### src/rtl/apb_master_pkg.sv
// State encoding and constants for the command-to-APB master.
package apb_master_pkg;

   typedef enum logic [1:0] {
      ST_IDLE,
      ST_SETUP,
      ST_ACCESS,
      ST_RESP
   } state_t;

   localparam logic [1:0] ALIGN_MASK = 2'b11;
   localparam int         TMO_CNT_W  = 16;

   function automatic logic is_misaligned(input logic [1:0] addr_lsb);
      return |(addr_lsb & ALIGN_MASK);
   endfunction

endpackage

### src/rtl/apb_pkg.sv
// Shared APB protocol types.
package apb_pkg;

   typedef logic [2:0] prot_t;

   localparam prot_t PROT_DEFAULT = 3'b000;

endpackage

### src/rtl/apb_master_tmo.sv
// ACCESS-phase wait counter; expire flags the last allowed wait cycle.
module apb_master_tmo
   import apb_master_pkg::*;
(
   input  logic                 p_clk,
   input  logic                 p_rst,
   input  logic                 clear,
   input  logic                 enable,
   input  logic [TMO_CNT_W-1:0] limit,
   output logic                 expire
);

   logic [TMO_CNT_W-1:0] cnt_q, cnt_d;

   always_comb begin
      cnt_d = cnt_q;
      if (clear) begin
         cnt_d = '0;
      end else if (enable) begin
         cnt_d = cnt_q + TMO_CNT_W'(1);
      end
   end

   always_ff @(posedge p_clk) begin
      if (p_rst) begin
         cnt_q <= '0;
      end else begin
         cnt_q <= cnt_d;
      end
   end

   // A zero limit never expires.
   assign expire = enable && (limit != '0) && (cnt_q == limit - TMO_CNT_W'(1));

endmodule

### src/rtl/apb_cmd_master.sv
// Single-outstanding command interface to APB master bridge.
//  state  | meaning
//  IDLE   | ready for a command
//  SETUP  | APB setup phase, psel only
//  ACCESS | psel+penable, waiting for pready or timeout
//  RESP   | response held until rsp_ready
module apb_cmd_master
   import apb_master_pkg::*;
#(
   parameter int APB_ADDR_WIDTH = 32,
   parameter int APB_DATA_WIDTH = 32,
   parameter int TIMEOUT_CYCLES = 255
) (
   input  logic                        p_clk,
   input  logic                        p_rst,
   input  logic                        cmd_valid,
   output logic                        cmd_ready,
   input  logic [APB_ADDR_WIDTH-1:0]   cmd_addr,
   input  logic                        cmd_write,
   input  logic [APB_DATA_WIDTH-1:0]   cmd_wdata,
   input  logic [APB_DATA_WIDTH/8-1:0] cmd_strb,
   output logic                        rsp_valid,
   input  logic                        rsp_ready,
   output logic [APB_DATA_WIDTH-1:0]   rsp_rdata,
   output logic                        rsp_slverr,
   output logic [APB_ADDR_WIDTH-1:0]   apb_paddr,
   output apb_pkg::prot_t              apb_pprot,
   output logic                        apb_psel,
   output logic                        apb_penable,
   output logic                        apb_pwrite,
   output logic [APB_DATA_WIDTH-1:0]   apb_pwdata,
   output logic [APB_DATA_WIDTH/8-1:0] apb_pstrb,
   input  logic                        apb_pready,
   input  logic [APB_DATA_WIDTH-1:0]   apb_prdata,
   input  logic                        apb_pslverr
);

   localparam int STRB_W = APB_DATA_WIDTH / 8;
   localparam logic [TMO_CNT_W-1:0] TMO_LIMIT = TMO_CNT_W'(TIMEOUT_CYCLES);

   state_t                    state_q, state_d;
   logic                      cmd_ready_q, cmd_ready_d;
   logic [APB_ADDR_WIDTH-1:0] paddr_q, paddr_d;
   logic                      pwrite_q, pwrite_d;
   logic [APB_DATA_WIDTH-1:0] pwdata_q, pwdata_d;
   logic [STRB_W-1:0]         pstrb_q, pstrb_d;
   logic [APB_DATA_WIDTH-1:0] rdata_q, rdata_d;
   logic                      slverr_q, slverr_d;
   logic                      tmo_expire;

   apb_master_tmo u_tmo (
      .p_clk  (p_clk),
      .p_rst  (p_rst),
      .clear  (state_q == ST_SETUP),
      .enable ((state_q == ST_ACCESS) && !apb_pready),
      .limit  (TMO_LIMIT),
      .expire (tmo_expire)
   );

   always_comb begin
      state_d  = state_q;
      paddr_d  = paddr_q;
      pwrite_d = pwrite_q;
      pwdata_d = pwdata_q;
      pstrb_d  = pstrb_q;
      rdata_d  = rdata_q;
      slverr_d = slverr_q;
      case (state_q)
         ST_IDLE: begin
            if (cmd_valid && cmd_ready_q) begin
               paddr_d  = cmd_addr;
               pwrite_d = cmd_write;
               pwdata_d = cmd_write ? cmd_wdata : '0;
               pstrb_d  = cmd_write ? cmd_strb : '0;
               if (is_misaligned(cmd_addr[1:0])) begin
                  rdata_d  = '0;
                  slverr_d = 1'b1;
                  state_d  = ST_RESP;
               end else begin
                  state_d = ST_SETUP;
               end
            end
         end
         ST_SETUP: begin
            state_d = ST_ACCESS;
         end
         ST_ACCESS: begin
            // pready takes priority over a timeout in the same cycle
            if (apb_pready) begin
               rdata_d  = (pwrite_q || apb_pslverr) ? '0 : apb_prdata;
               slverr_d = apb_pslverr;
               state_d  = ST_RESP;
            end else if (tmo_expire) begin
               rdata_d  = '0;
               slverr_d = 1'b1;
               state_d  = ST_RESP;
            end
         end
         ST_RESP: begin
            if (rsp_ready) begin
               state_d = ST_IDLE;
            end
         end
         default: begin
            state_d = ST_IDLE;
         end
      endcase
      cmd_ready_d = (state_d == ST_IDLE);
   end

   always_ff @(posedge p_clk) begin
      if (p_rst) begin
         state_q     <= ST_IDLE;
         cmd_ready_q <= 1'b0;
         paddr_q     <= '0;
         pwrite_q    <= 1'b0;
         pwdata_q    <= '0;
         pstrb_q     <= '0;
         rdata_q     <= '0;
         slverr_q    <= 1'b0;
      end else begin
         state_q     <= state_d;
         cmd_ready_q <= cmd_ready_d;
         paddr_q     <= paddr_d;
         pwrite_q    <= pwrite_d;
         pwdata_q    <= pwdata_d;
         pstrb_q     <= pstrb_d;
         rdata_q     <= rdata_d;
         slverr_q    <= slverr_d;
      end
   end

   assign cmd_ready   = cmd_ready_q;
   assign rsp_valid   = (state_q == ST_RESP);
   assign rsp_rdata   = rdata_q;
   assign rsp_slverr  = slverr_q;
   assign apb_psel    = (state_q == ST_SETUP) || (state_q == ST_ACCESS);
   assign apb_penable = (state_q == ST_ACCESS);
   assign apb_paddr   = paddr_q;
   assign apb_pwrite  = pwrite_q;
   assign apb_pwdata  = pwdata_q;
   assign apb_pstrb   = pstrb_q;
   assign apb_pprot   = apb_pkg::PROT_DEFAULT;

endmodule

### config.mk
export PLATFORM = sky130hd
export DESIGN_NAME = apb_cmd_master
export DESIGN_NICKNAME = d
export VERILOG_FILES = /design/src/rtl/apb_master_pkg.sv /design/src/rtl/apb_pkg.sv /design/src/rtl/apb_master_tmo.sv /design/src/rtl/apb_cmd_master.sv
export SDC_FILE = /design/constraint.sdc
export NUM_CORES = 1
export LEC_CHECK = 0
export BUFFER_PORTS_ARGS = -buffer_cell sky130_fd_sc_hd__buf_4
export CORE_MARGIN = 2
export CORE_UTILIZATION = 45
export CTS_CLUSTER_DIAMETER = 60
export DETAILED_ROUTE_END_ITERATION = 16
export PLACE_DENSITY = 0.75
export SETUP_SLACK_MARGIN = 0.3
export SYNTH_ARGS = -nofsm -noshare
export SYNTH_HDL_FRONTEND = slang
export SYNTH_HIERARCHICAL = 1
export SYNTH_SLANG_ARGS = --single-unit
### constraint.sdc
create_clock -name p_clk -period 5.5 [get_ports p_clk]
set_clock_uncertainty 0.05 [all_clocks]
set_input_delay 0.825 -clock p_clk [delete_from_list [all_inputs] [get_ports p_clk]]
set_output_delay 0.825 -clock p_clk [all_outputs]
set_load 0.02 [all_outputs]
* After elaboration in Yosys (flattened, before gate mapping)
Cells that the tools add are included.
** Storage, ports and cells
- Output and inout port bits :: 109
- Logic and storage cells :: 49
- Flip-flop bits (word level) :: 121
- Input port bits :: 107
** Cells by class
- Equality and inequality tests :: 7
- Multiplexer cells :: 19
- Reductions and logical operators :: 13
- $add $sub $neg :: 1
** Operators with widths (number)
- 32-bit two-way mux :: 6
- 32-bit one-hot mux with 2 select lines :: 1
- 16-bit by 1-bit adder with 16-bit output (second input constant) :: 1
- 16-bit by 8-bit == test with 1-bit output (second input constant) :: 1
- 2-bit two-way mux :: 5
- 2-bit one-hot mux with 4 select lines :: 1
- 2-bit == test (second input constant) :: 2
- 2-bit logical NOT :: 2
- 1-bit two-way mux :: 4
- 4-bit two-way mux :: 1
- 2-bit inequality test (second input constant) :: 2
- 4-bit AND reduction :: 1
- 2-bit OR reduction :: 2
- 1-bit logical AND :: 3
- 3-bit by 1-bit inequality test with 1-bit output (second input constant) :: 1
- 2-bit by 1-bit == test with 1-bit output (second input constant) :: 1
- 1-bit logical OR :: 2
- 1-bit one-hot mux with 2 select lines :: 1
- 2-bit AND reduction :: 1
- 2-bit nonzero test :: 1
- 1-bit logical NOT :: 1

* Logic depth before layout (Yosys ltp)
Gate-level depths: netlist of run 1.
- Depth in word-level cells :: 7
- Depth in mapped cells :: 14
- Depth with buffers taken out :: 11

* Modules after synthesis
The synthesis of run 1 kept the hierarchy.
** By module, submodules not included
- apb_cmd_master :: area each 4207.8 um^2, cells an instance 489, times used 1, sequential area each 2102.0 um^2
- apb_master_tmo :: area each 1285.0 um^2, cells an instance 175, times used 1, sequential area each 320.3 um^2

* Worst setup path after synthesis of run 1
No wires, ideal clock.
- Kind :: input -> register
- Start :: in apb_pready
- End :: reg slverr_q (netlist: rsp_slverr)
- Required time :: 5.350 ns
- Data arrival time :: 2.606 ns
- Path slack :: 2.744 ns
- Buffers on the path :: 2
- Setup time :: 0.100 ns
- Stages on the path :: 10
- Cells stage by stage :: nor2b_1 > clkbuf_1 > nand3_1 > nor3_1 > nand4_1 > a2111oi_2 > nor2_1 > a221o_1 > buf_6 > a2111oi_4
** On the way
- Word-level cells in the longest chain between the ends :: 5
- Elaborated cells on any way between the ends :: 7
- Those cells by class :: eq/ne: 1; mux: 2; reduce/logical: 4
** RTL lines
- start: declaration :: RTL line apb_cmd_master.sv:33 : input logic apb_pready,
- 1-bit logical NOT :: RTL line apb_cmd_master.sv:55 : .enable ((state_q == ST_ACCESS) && !apb_pready),
- 1-bit logical AND :: RTL line apb_cmd_master.sv:55
- 1-bit logical AND :: RTL line apb_master_tmo.sv:33 : assign expire = enable && (limit != '0) && (cnt_q == limit - TMO_CNT_W'(1));
- named net tmo_expire :: RTL line apb_cmd_master.sv:49 : logic tmo_expire;
- 3-bit by 1-bit inequality test with 1-bit output (no source line)
- 4-bit AND reduction (no source line)
- end signal: assignment :: RTL line apb_cmd_master.sv:129 : slverr_q <= slverr_d;
- end: declaration :: RTL line apb_cmd_master.sv:48 : logic slverr_q, slverr_d;
The timed path passes the listed nets, and every way through them passes these cells.
A chain may end at the register's enable or synchronous reset.

* Final worst setup path of run 1
- Start :: reg state_q[0]
- End :: reg slverr_q (netlist: rsp_slverr)
** On the way
- Word-level cells in the longest chain between the ends :: 5
- Elaborated cells on any way between the ends :: 10
- Those cells by class :: eq/ne: 4; mux: 1; reduce/logical: 5
** RTL lines
- start: declaration :: RTL line apb_cmd_master.sv:41 : state_t state_q, state_d;
- start signal: assignment :: RTL line apb_cmd_master.sv:122 : state_q <= state_d;
- 2-bit == test :: RTL line apb_cmd_master.sv:55
- 1-bit logical AND :: RTL line apb_cmd_master.sv:55
- 1-bit logical AND :: RTL line apb_master_tmo.sv:33
- named net tmo_expire :: RTL line apb_cmd_master.sv:49
- 3-bit by 1-bit inequality test with 1-bit output (no source line)
- 4-bit AND reduction (no source line)
The timed path passes the listed nets, and every way through them passes these cells.

==> reports/results.txt, run 1 <==
Reg2reg end: rsp_slverr$_SDFFE_PP0P_
Final period util: 0.603
Finished layout cell area: 0.00791 mm^2
Critical-path top delay cell: a221o_2
Number of DRC markers in iteration 0: 321
WHS: 0.399 ns
Number of sinks on the clock net: 121
Final core utilization: 0.662
Antenna diodes: 0
Power per cell area: 378 mW/mm^2
Post-CTS Setup Bufs: 0
Clk buf depth: 2
H-tree Lvls: 4
Nets: 1,022
Core area: 0.0120 mm^2
Detail Route Antenna Nets: 0
Hold buffers post-CTS: 0
Die Area: 0.0131 mm^2
Synth Cell Area: 0.00549 mm^2
Period minus WS final: 3.31 ns
Largest net degree at the start of global routing: 84
Vias per cell: 4.88
Number of max-cap violations: 0
Area Growth Syn to Fin: 44.1%
Measured slew at the worst slew-check pin: 1.04 ns
Final Setup Violations: 0
Vias in the first global route: 4,998
Placement Setup Slack: 1.99 ns
Critical Path RT: 5.76 ns
Routed wire per std cell: 13.8 um
GR Util All Layers: 0.223
Final worst slack: 2.19 ns
Hold Fails Final Rpt: 0
Worst-path clk slew: 0.05 ns
Post-DP HPWL: 10,000 um
Syn_area_per_cell: 8.27 um^2
Slew headroom: 0.306
EDFF count, synth: 0
Final GP Congestion: 0.777
Post-DP Area: 0.00729 mm^2
Critical path capture point type: register
Die height: 114 um
R2R setup slack: 2.19 ns
Grt total ovfl: 0
Yosys warning count: 6
Hold Crit Depth: 2
Top FF cell, synth: dfxtp_1
HP Class: register to register
Met3 Usage GRT: 0.0916
Run status: finished clean
Antenna violations before repair: 0
DRC: 0
Crit-path max cell delay: 0.77 ns
Peak Freq: 302 MHz
Site row count: 40
Root buffer cell: clkbuf_16
Sequential fraction of the synthesis area: 0.441
Total wire length: 14,800 um
Startpoint Class: register
Chip width: 114 um
Gr busiest metal: met2
Worst IR drop on VDD: 0.000251 V
Routed vias: 5,207
Pre-antenna DRT Iters: 4
CP Class: register to register
PostCTS Resize Cnt: 0
Hold path startpoint: apb_pwdata[11]$_SDFFE_PP0P_
Worst EP arrival: 3.57 ns
Worst r2r src: state_q[0]$_SDFF_PP0_
IO Pins: 216
Clock Latency Late Sink: 0.41 ns
CP Max Fanout: 33
CTS tree: done
Netlist cell types: 48
Synth Instances: 664
Global Route met1 Usage: 0.269
First-pass GRT wire length: 23,500 um
Initial Util: 0.459
TritonCTS Buffers: 17
#FFs+latches synth: 121
Leakage power: 0.00348 uW
Hold Path End: apb_pwdata[11]$_SDFFE_PP0P_
Setup TNS: 0 ns
Met2 GRT Util: 0.357
Share of cells above drive strength 1: 0.280
Crit-path cells: inv_1 -> ha_1 -> nor2b_1 -> nand3_1 -> nor3_1 -> nand4_1 -> a2111oi_2 -> nor2_1 -> a221o_2 -> a2111oi_4
Post-synth ARST share: 0
RSZ-0062 raised after global routing: false
Slew Limit Fails: 0
Worst Reg-to-Reg Cells: 10
Port buffer count: 212
==> metrics by stage <==
step	instances	total power, uW
after floorplan	726	1610
after global placement	1035	1830
after detailed placement	1035	1840
after CTS	1066	3010
after global routing	1066	3120
final	1066	2990
==> kinds of logic after synthesis <==
| kind of cell | share of synthesized area |
|---|---|
| AOI/OAI and AO/OA | 0.111 |
| muxes | 0.0638 |
| adders and majority gates | 0.0182 |
| buffers and inverters | 0.0528 |
| and+or+nand+nor | 0.269 |
| xor gates and xnor gates | 0.0431 |
| other | 0.00137 |
| DFF | 0.441 |
==> critical path, delay by kind of cell (launching register included) <==
family | cells | cell delay, ns
and+or+nand+nor | 5 | 0.95
AOI/OAI and AO/OA | 3 | 1.52
buffers and inverters | 1 | 0.13
adders and majority gates | 1 | 0.20
DFF | 1 | 0.34
==> sequential cells by signal, indices dropped and copies added, names as in the netlist <==
name,cells
rsp_slverr,1
apb_pwrite,1
rsp_rdata,32
apb_pstrb,4
state_q,2
apb_paddr,32
cmd_ready,1
u_tmo/cnt_q,16
apb_pwdata,32
==> how the worst max path moves through the flow <==
stage / start / to / slack, ns / cells past startpoint
4_1_cts: state_q[0]$_SDFF_PP0_ / rsp_slverr$_SDFFE_PP0P_ / 2.21 / 10
2_1_floorplan: apb_pready / rsp_slverr$_SDFFE_PP0P_ / 2.74 / 10
3_3_place_gp: apb_pready / rsp_slverr$_SDFFE_PP0P_ / 2.05 / 9
3_5_place_dp: apb_pready / rsp_slverr$_SDFFE_PP0P_ / 1.99 / 9
5_1_grt: state_q[0]$_SDFF_PP0_ / rsp_slverr$_SDFFE_PP0P_ / 1.96 / 10
6_report: state_q[0]$_SDFF_PP0_ / rsp_slverr$_SDFFE_PP0P_ / 2.19 / 10
==> layout make-up <==
class                   count  area (um^2)
clock buffers              26          519
clock inverters             5          106
fillers                  1014         4050
inverters                   6         22.5
multi-input cells         544         3030
flip-flops and latches    121         2420
well taps                 147          184
repair buffers            217         1630
==> cell usage in the layout, fill, tap and decap left out, types with 2 or more instances in the layout <==
| cell type | instances |
|---|---|
| or3_1 | 8 |
| nor3_1 | 8 |
| nand4_1 | 8 |
| nor3b_1 | 2 |
| nor2b_1 | 4 |
| clkbuf_16 | 17 |
| bufinv_16 | 3 |
| dfxtp_1 | 121 |
| ha_1 | 8 |
| clkbuf_1 | 3 |
| nor4_1 | 4 |
| inv_1 | 6 |
| nor2_1 | 25 |
| and3b_1 | 2 |
| o21ai_0 | 10 |
| o211ai_1 | 3 |
| conb_1 | 64 |
| nand3_1 | 79 |
| nand2_1 | 117 |
| buf_4 | 217 |
| a21oi_1 | 80 |
| or2_2 | 3 |
| nand2b_1 | 32 |
| xor2_1 | 15 |
| clkbuf_8 | 6 |
| and3_1 | 2 |
| xnor2_1 | 12 |
| mux2i_1 | 35 |
==> synth_stat cells, drive strengths merged (2+ instances only) <==
cell	instances	share of area
dfxtp	121	0.44
nand2	117	0.080
a21oi	80	0.073
nand3	80	0.073
mux2i	35	0.064
clkbuf	34	0.023
nand2b	32	0.036
nor2	25	0.017
buf	21	0.026
xor2	15	0.024
xnor2	12	0.019
o21ai	11	0.010
nor3	9	0.0091
or3	9	0.011
ha	8	0.018
nand4	8	0.0091
inv	6	0.0041
nor2b	4	0.0046
nor4	4	0.0046
and3	3	0.0034
o211ai	3	0.0041
or2	3	0.0034
a2111oi	2	0.0077
a221o	2	0.0036
and3b	2	0.0032
conb	2	0.0014
nor3b	2	0.0027
==> routing by layer <==
metal  vias up  part of all wire
li1       2684                 -
met1      2333              0.43
met2       168              0.46
met3        22             0.089
met4         0             0.018
met5         -                 0
==> report_power, final <==
| group | switching, uW | total, uW | internal [uW] |
|---|---|---|---|
| clock network | 379 | 1160 | 785 |
| registers | 46.7 | 995 | 949 |
| logic | 493 | 833 | 340 |
| total | 919 | 2990 | 2070 |
Power figures use the tool's default switching activity.
==> run 2: changes to the inputs <==
- CORE_UTILIZATION: 45 -> 44
- PLACE_DENSITY: 0.75 -> 0.76
- clock period: 5.5 -> 2.8 ns (I/O delays scaled with it)
==> run 2 against run 1 <==
  * Clock-buffer cell count decreased by 7
  * First-iteration DRC count unchanged
  * Final area increased by 3.9%
==> reports/results.txt, run 2 (synthesis gave the netlist of run 1 again) <==
Worst IR drop on VDD: 0.000611 V (was 0.000251 V)
Vias per cell: 4.82 (was 4.88)
H-tree Lvls: 4 (unchanged)
Final Setup Violations: 0 (unchanged)
Peak Freq: 404 MHz (was 302 MHz)
Met3 Usage GRT: 0.0994 (was 0.0916)
Antenna diodes: 0 (unchanged)
Post-DP Area: 0.00740 mm^2 (was 0.00729 mm^2)
Worst setup path end: rsp_rdata[31]$_SDFFE_PP0P_ (was rsp_slverr$_SDFFE_PP0P_)
GR Util All Layers: 0.222 (was 0.223)
Run status: finished clean (unchanged)
Finished layout cell area: 0.00822 mm^2 (was 0.00791 mm^2)
Startpoint Class: register (unchanged)
Worst r2r src: state_q[0]$_SDFF_PP0_ (unchanged)
Initial Util: 0.454 (was 0.459)
RSZ-0062 raised after global routing: true (was false)
Die Area: 0.0134 mm^2 (was 0.0131 mm^2)
Clock Latency Late Sink: 0.41 ns (about the same)
Routed wire per std cell: 13.7 um (was 13.8 um)
Share of cells above drive strength 1: 0.303 (was 0.280)
Total wire length: 15,100 um (was 14,800 um)
Hold Fails Final Rpt: 0 (unchanged)
Port buffer count: 212 (unchanged)
Core area: 0.0121 mm^2 (was 0.0120 mm^2)
Final worst slack: 0.324 ns (was 2.19 ns)
DRC: 0 (unchanged)
Number of sinks on the clock net: 121 (unchanged)
Clk buf depth: 2 (unchanged)
Slew Limit Fails: 0 (unchanged)
Gr busiest metal: met2 (unchanged)
Critical path capture point type: register (unchanged)
Final period util: 0.884 (was 0.603)
Number of max-cap violations: 0 (unchanged)
Worst-path clk slew: 0.06 ns (was 0.05 ns)
Critical Path RT: 3.05 ns (was 5.76 ns)
Antenna violations before repair: 0 (unchanged)
Detail Route Antenna Nets: 0 (unchanged)
Global Route met1 Usage: 0.263 (was 0.269)
Number of DRC markers in iteration 0: 321 (unchanged)
Met2 GRT Util: 0.357 (about the same)
Setup TNS: 0 ns (unchanged)
Site row count: 40 (unchanged)
CP Max Fanout: 8 (was 33)
Critical path startpoint: state_q[0]$_SDFF_PP0_ (unchanged)
Power per cell area: 775 mW/mm^2 (was 378 mW/mm^2)
R2R setup slack: 0.32 ns (was 2.19 ns)
Cells after DPL: 1,062 (was 1,035)
Area Growth Syn to Fin: 49.6% (was 44.1%)
Hold path startpoint: cmd_addr[2] (was apb_pwdata[11]$_SDFFE_PP0P_)
Period minus WS final: 2.48 ns (was 3.31 ns)
Final GP Congestion: 0.837 (was 0.777)
Placement Setup Slack: 0.106 ns (was 1.99 ns)
Leakage power: 0.00359 uW (was 0.00348 uW)
Pre-antenna DRT Iters: 4 (unchanged)
Worst Reg-to-Reg Cells: 11 (was 10)
Worst EP arrival: 2.73 ns (was 3.57 ns)
Reg2reg end: rsp_rdata[31]$_SDFFE_PP0P_ (was rsp_slverr$_SDFFE_PP0P_)
Most frequent cells in the layout: buf_4, dfxtp_1, nand2_1, a21oi_1, nand3_1 (unchanged)
IO Pins: 216 (unchanged)
Die height: 116 um (was 114 um)
CP Class: register to register (unchanged)
Routed vias: 5,305 (was 5,207)
First-pass GRT wire length: 23,400 um (was 23,500 um)
Nets: 1,035 (was 1,022)
Largest net degree at the start of global routing: 71 (was 84)
Chip width: 116 um (was 114 um)
Grt total ovfl: 0 (unchanged)
TritonCTS Buffers: 17 (unchanged)
Vias in the first global route: 4,989 (was 4,998)
HP Class: input pin to register (was register to register)
Commonest non-fill, non-tap cell in the layout: buf_4 (unchanged)
Post-DP HPWL: 10,100 um (was 10,000 um)
Root buffer cell: clkbuf_16 (unchanged)
Final Non-Filler Cells: 1,101 (was 1,066)
CTS tree: done (unchanged)
==> run 2: changes by cell type in the layout (fill, tap and decap cells not counted), sizes merged <==
cell,before,now
inv,7,8
clkbuf,26,21
bufinv,3,5
buf,217,228
clkinvlp,1,4
clkinv,0,2
==> run 2: layout make-up <==
class	instances	area (um^2)
fill	1019	3890
timing repair buffer	230	1810
tap	168	210
sequential	121	2430
inverter	6	25.0
clock inverter	13	215
multi-input combinational	544	3080
clock buffer	19	453
==> run 2: worst min-delay path by stage <==
| stage | end | slack [ns] | cells after the start |
|---|---|---|---|
| after detailed placement | apb_pwdata[19]$_SDFFE_PP0P_ | 0.39 | 2 |
| after global placement | apb_pwdata[27]$_SDFFE_PP0P_ | 0.39 | 2 |
| after CTS | apb_paddr[2]$_SDFFE_PP0P_ | 0.18 | 3 |
| after global routing | apb_paddr[18]$_SDFFE_PP0P_ | 0.19 | 3 |
| after floorplan | u_tmo/cnt_q[14]$_SDFFE_PP0P_ | 0.43 | 2 |
| final | apb_paddr[2]$_SDFFE_PP0P_ | 0.20 | 3 |
==> run 2: worst max-delay path, cell delays in order (launching register included) <==
cell and delay [ns]:
dfxtp_4 0.36, inv_4 0.07, ha_4 0.12, nor2b_4 0.14, nand3_2 0.07, nor3_2 0.11
nand4_1 0.14, a2111oi_4 0.32, nor2_1 0.09, a221o_2 0.54, buf_12 0.20, mux2i_2 0.14
==> run 2: what timing repair did <==
| item | CTS | global route |
|---|---|---|
| gates resized for setup | 3 | 13 |
| endpoints found under the setup margin | 33 | 33 |
| endpoints found under the hold margin | 0 | 0 |
| cloned | 0 | 3 |
| hold buffers | 0 | 0 |
| buffers inserted | 2 | 2 |
| pin swaps | 1 | 7 |
==> run 2: routing by layer <==
metal | routed length, um | up-vias
li1 | - | 2709
met1 | 6230 | 2425
met2 | 7250 | 150
met3 | 1360 | 21
met4 | 274 | 0
met5 | 0 | -
==> run 2: metrics by stage <==
stage | util | total power (uW) | hold slack, ns
2_1_floorplan | - | 3160 | 0.433
3_3_place_gp | 0.611 | 3680 | 0.389
3_5_place_dp | 0.611 | 3690 | 0.394
4_1_cts | 0.668 | 6180 | 0.184
5_1_grt | 0.679 | 6640 | 0.190
6_report | 0.679 | 6370 | 0.199
==> run 2: power by group <==
| part | total, uW | switching, uW | internal [uW] |
|---|---|---|---|
| Sequential | 1950 | 87.8 | 1860 |
| Clock | 2450 | 817 | 1630 |
| Combinational | 1970 | 1060 | 909 |
==> run 3: changes to the inputs <==
- CORE_MARGIN: 2 -> 4
==> run 3 against run 2 <==
  * Setup slack better by 0.00070 ns
  * Utilization is 0.79 points lower
  * Global-route usage is 1.3 points lower
  * Register-to-register slack is essentially flat
  * Sequential share of layout area is 0.39 points higher
  * Combinational power decreased by 3%
  * Critical endpoint is now rsp_rdata[11]$_SDFFE_PP0P_
  * Largest cell class unchanged
  * Largest power group unchanged
==> reports/results.txt, run 3 (synthesis gave the netlist of run 1 again) <==
Measured slew at the worst slew-check pin: 0.632 ns
Die height: 120 um (was 116 um)
Largest net degree at the start of global routing: 71 (unchanged)
Chip width: 120 um (was 116 um)
Cells after DPL: 1,059 (was 1,062)
DRC: 0 (unchanged)
Hold buffers post-CTS: 0 (unchanged)
Setup TNS: 0 ns (unchanged)
TritonCTS Buffers: 17 (unchanged)
Post-DP HPWL: 10,500 um (was 10,100 um)
CP Class: register to register (unchanged)
Global Route met1 Usage: 0.259 (was 0.263)
Crit-path cells: xor2_1 -> or3b_2 -> a2111oi_4 -> nor2_1 -> a221o_2 -> clkbuf_16 -> mux2i_1 (was inv_4 -> ha_4 -> nor2b_4 -> nand3_2 -> nor3_2 -> nand4_1 -> a2111oi_4 -> nor2_1 -> a221o_2 -> buf_12 -> mux2i_2)
Peak Freq: 404 MHz (about the same)
Area Growth Syn to Fin: 47.9% (was 49.6%)
Total wire length: 15,500 um (was 15,100 um)
CTS tree: done (unchanged)
Die Area: 0.0143 mm^2 (was 0.0134 mm^2)
Pre-antenna DRT Iters: 5 (was 4)
Final GP Congestion: 0.801 (was 0.837)
Vias in the first global route: 5,040 (was 4,989)
GR Util All Layers: 0.209 (was 0.222)
Most frequent cells in the layout: buf_4, dfxtp_1, nand2_1, a21oi_1, nand3_1 (unchanged)
Met3 Usage GRT: 0.0905 (was 0.0994)
Number of sinks on the clock net: 121 (unchanged)
Nets: 1,031 (was 1,035)
First-pass GRT wire length: 24,500 um (was 23,400 um)
Startpoint Class: register (unchanged)
Routed wire per std cell: 14.2 um (was 13.7 um)
HP Class: input pin to register (unchanged)
Period minus WS final: 2.47 ns (was 2.48 ns)
Initial Util: 0.454 (unchanged)
Slew headroom: 0.579
Worst EP arrival: 2.71 ns (was 2.73 ns)
WHS: 0.210 ns (was 0.199 ns)
Critical path capture point type: register (unchanged)
CP Max Fanout: 8 (unchanged)
Final period util: 0.884 (about the same)
Crit path buf inv count: 1 (was 2)
Root buffer cell: clkbuf_16 (unchanged)
CP delay by family, top: compound AO/OA/AOI/OAI gates (unchanged)
Detail Route Antenna Nets: 0 (unchanged)
Placement Setup Slack: 0.187 ns (was 0.106 ns)
Run status: finished clean (unchanged)
Hold Fails Final Rpt: 0 (unchanged)
Final Non-Filler Cells: 1,096 (was 1,101)
Power per cell area: 754 mW/mm^2 (was 775 mW/mm^2)
Critical-path top delay cell: a221o_2 (unchanged)
Clock Latency Late Sink: 0.41 ns (about the same)
H-tree Lvls: 4 (unchanged)
Antenna violations before repair: 0 (unchanged)
Number of max-cap violations: 0 (unchanged)
RSZ-0062 raised after global routing: true (unchanged)
Port buffer count: 212 (unchanged)
Antenna diodes: 0 (unchanged)
Total power: 6120 uW (was 6370 uW)
Final Setup Violations: 0 (unchanged)
Site row count: 40 (unchanged)
Crit-path max cell delay: 0.51 ns (was 0.54 ns)
Clk buf depth: 2 (unchanged)
Share of cells above drive strength 1: 0.298 (was 0.303)
Slew Limit Fails: 0 (unchanged)
Worst IR drop on VDD: 0.000523 V (was 0.000611 V)
IO Pins: 216 (unchanged)
Worst-path clk slew: 0.06 ns (about the same)
Core area: 0.0121 mm^2 (unchanged)
Met2 GRT Util: 0.324 (was 0.357)
Grt total ovfl: 0 (unchanged)
Critical Path RT: 3.04 ns (was 3.05 ns)
Vias per cell: 4.91 (was 4.82)
Commonest non-fill, non-tap cell in the layout: buf_4 (unchanged)
Leakage power: 0.00355 uW (was 0.00359 uW)
Final worst slack: 0.325 ns (was 0.324 ns)
Number of DRC markers in iteration 0: 386 (was 321)
Gr busiest metal: met2 (unchanged)
Routed vias: 5,376 (was 5,305)
-- run 3: metrics by stage --
stage / util / cell area [um^2]
CTS: 0.663 / 8030
finish: 0.671 / 8120
global route: 0.671 / 8120
global placement: 0.608 / 7360
detailed placement: 0.608 / 7360
floorplan: - / 5730
-- run 3: timing repair --
| action | in CTS | in global routing |
|---|---|---|
| gates resized for setup | 6 | 10 |
| gates cloned | 1 | 2 |
| pin swaps | 4 | 7 |
| setup buffers | 1 | 2 |
| endpoints found under the setup margin | 33 | 33 |
-- run 3: final cells by class --
cell class | instances | area [um^2]
Clock buffer | 20 | 467
Multi-Input combinational cell | 544 | 3070
Clock inverter | 11 | 145
Tap cell | 168 | 210
Inverter | 6 | 25.0
Sequential cell | 121 | 2430
Fill cell | 1014 | 3990
Timing Repair Buffer | 226 | 1770
-- run 3: power by group --
group | internal, uW | switching (uW)
combinational | 878 | 1040
clock | 1460 | 778
sequential | 1870 | 97.9
-- run 3: worst register-to-register path: cells and delay by family, from the launching register on --
family	cells	cell delay, ns
AO/OA/AOI/OAI	2	0.85
AND/OR/NAND/NOR	2	0.59
flip-flops	1	0.34
buffers and inverters	1	0.22
XOR/XNOR	1	0.19
multiplexers	1	0.13
-- run 3: path summary, 6_finish.rpt --
path,startpoint,to,slack (ns),depth (start not counted)
hold / removal,cmd_addr[13],apb_paddr[13]$_SDFFE_PP0P_,0.21,3
setup reg to reg,u_tmo/cnt_q[8]$_SDFFE_PP0P_,rsp_rdata[11]$_SDFFE_PP0P_,0.33,7
hold reg to reg,apb_paddr[26]$_SDFFE_PP0P_,apb_paddr[26]$_SDFFE_PP0P_,0.40,2
setup / recovery,u_tmo/cnt_q[8]$_SDFFE_PP0P_,rsp_rdata[11]$_SDFFE_PP0P_,0.33,7
-- run 3: per-layer routing --
layer / wire [um] / vias to the layer above
met1: 6570 / 2472
met5: 0 / -
met2: 7260 / 182
met4: 282 / 0
li1: - / 2703
met3: 1400 / 19
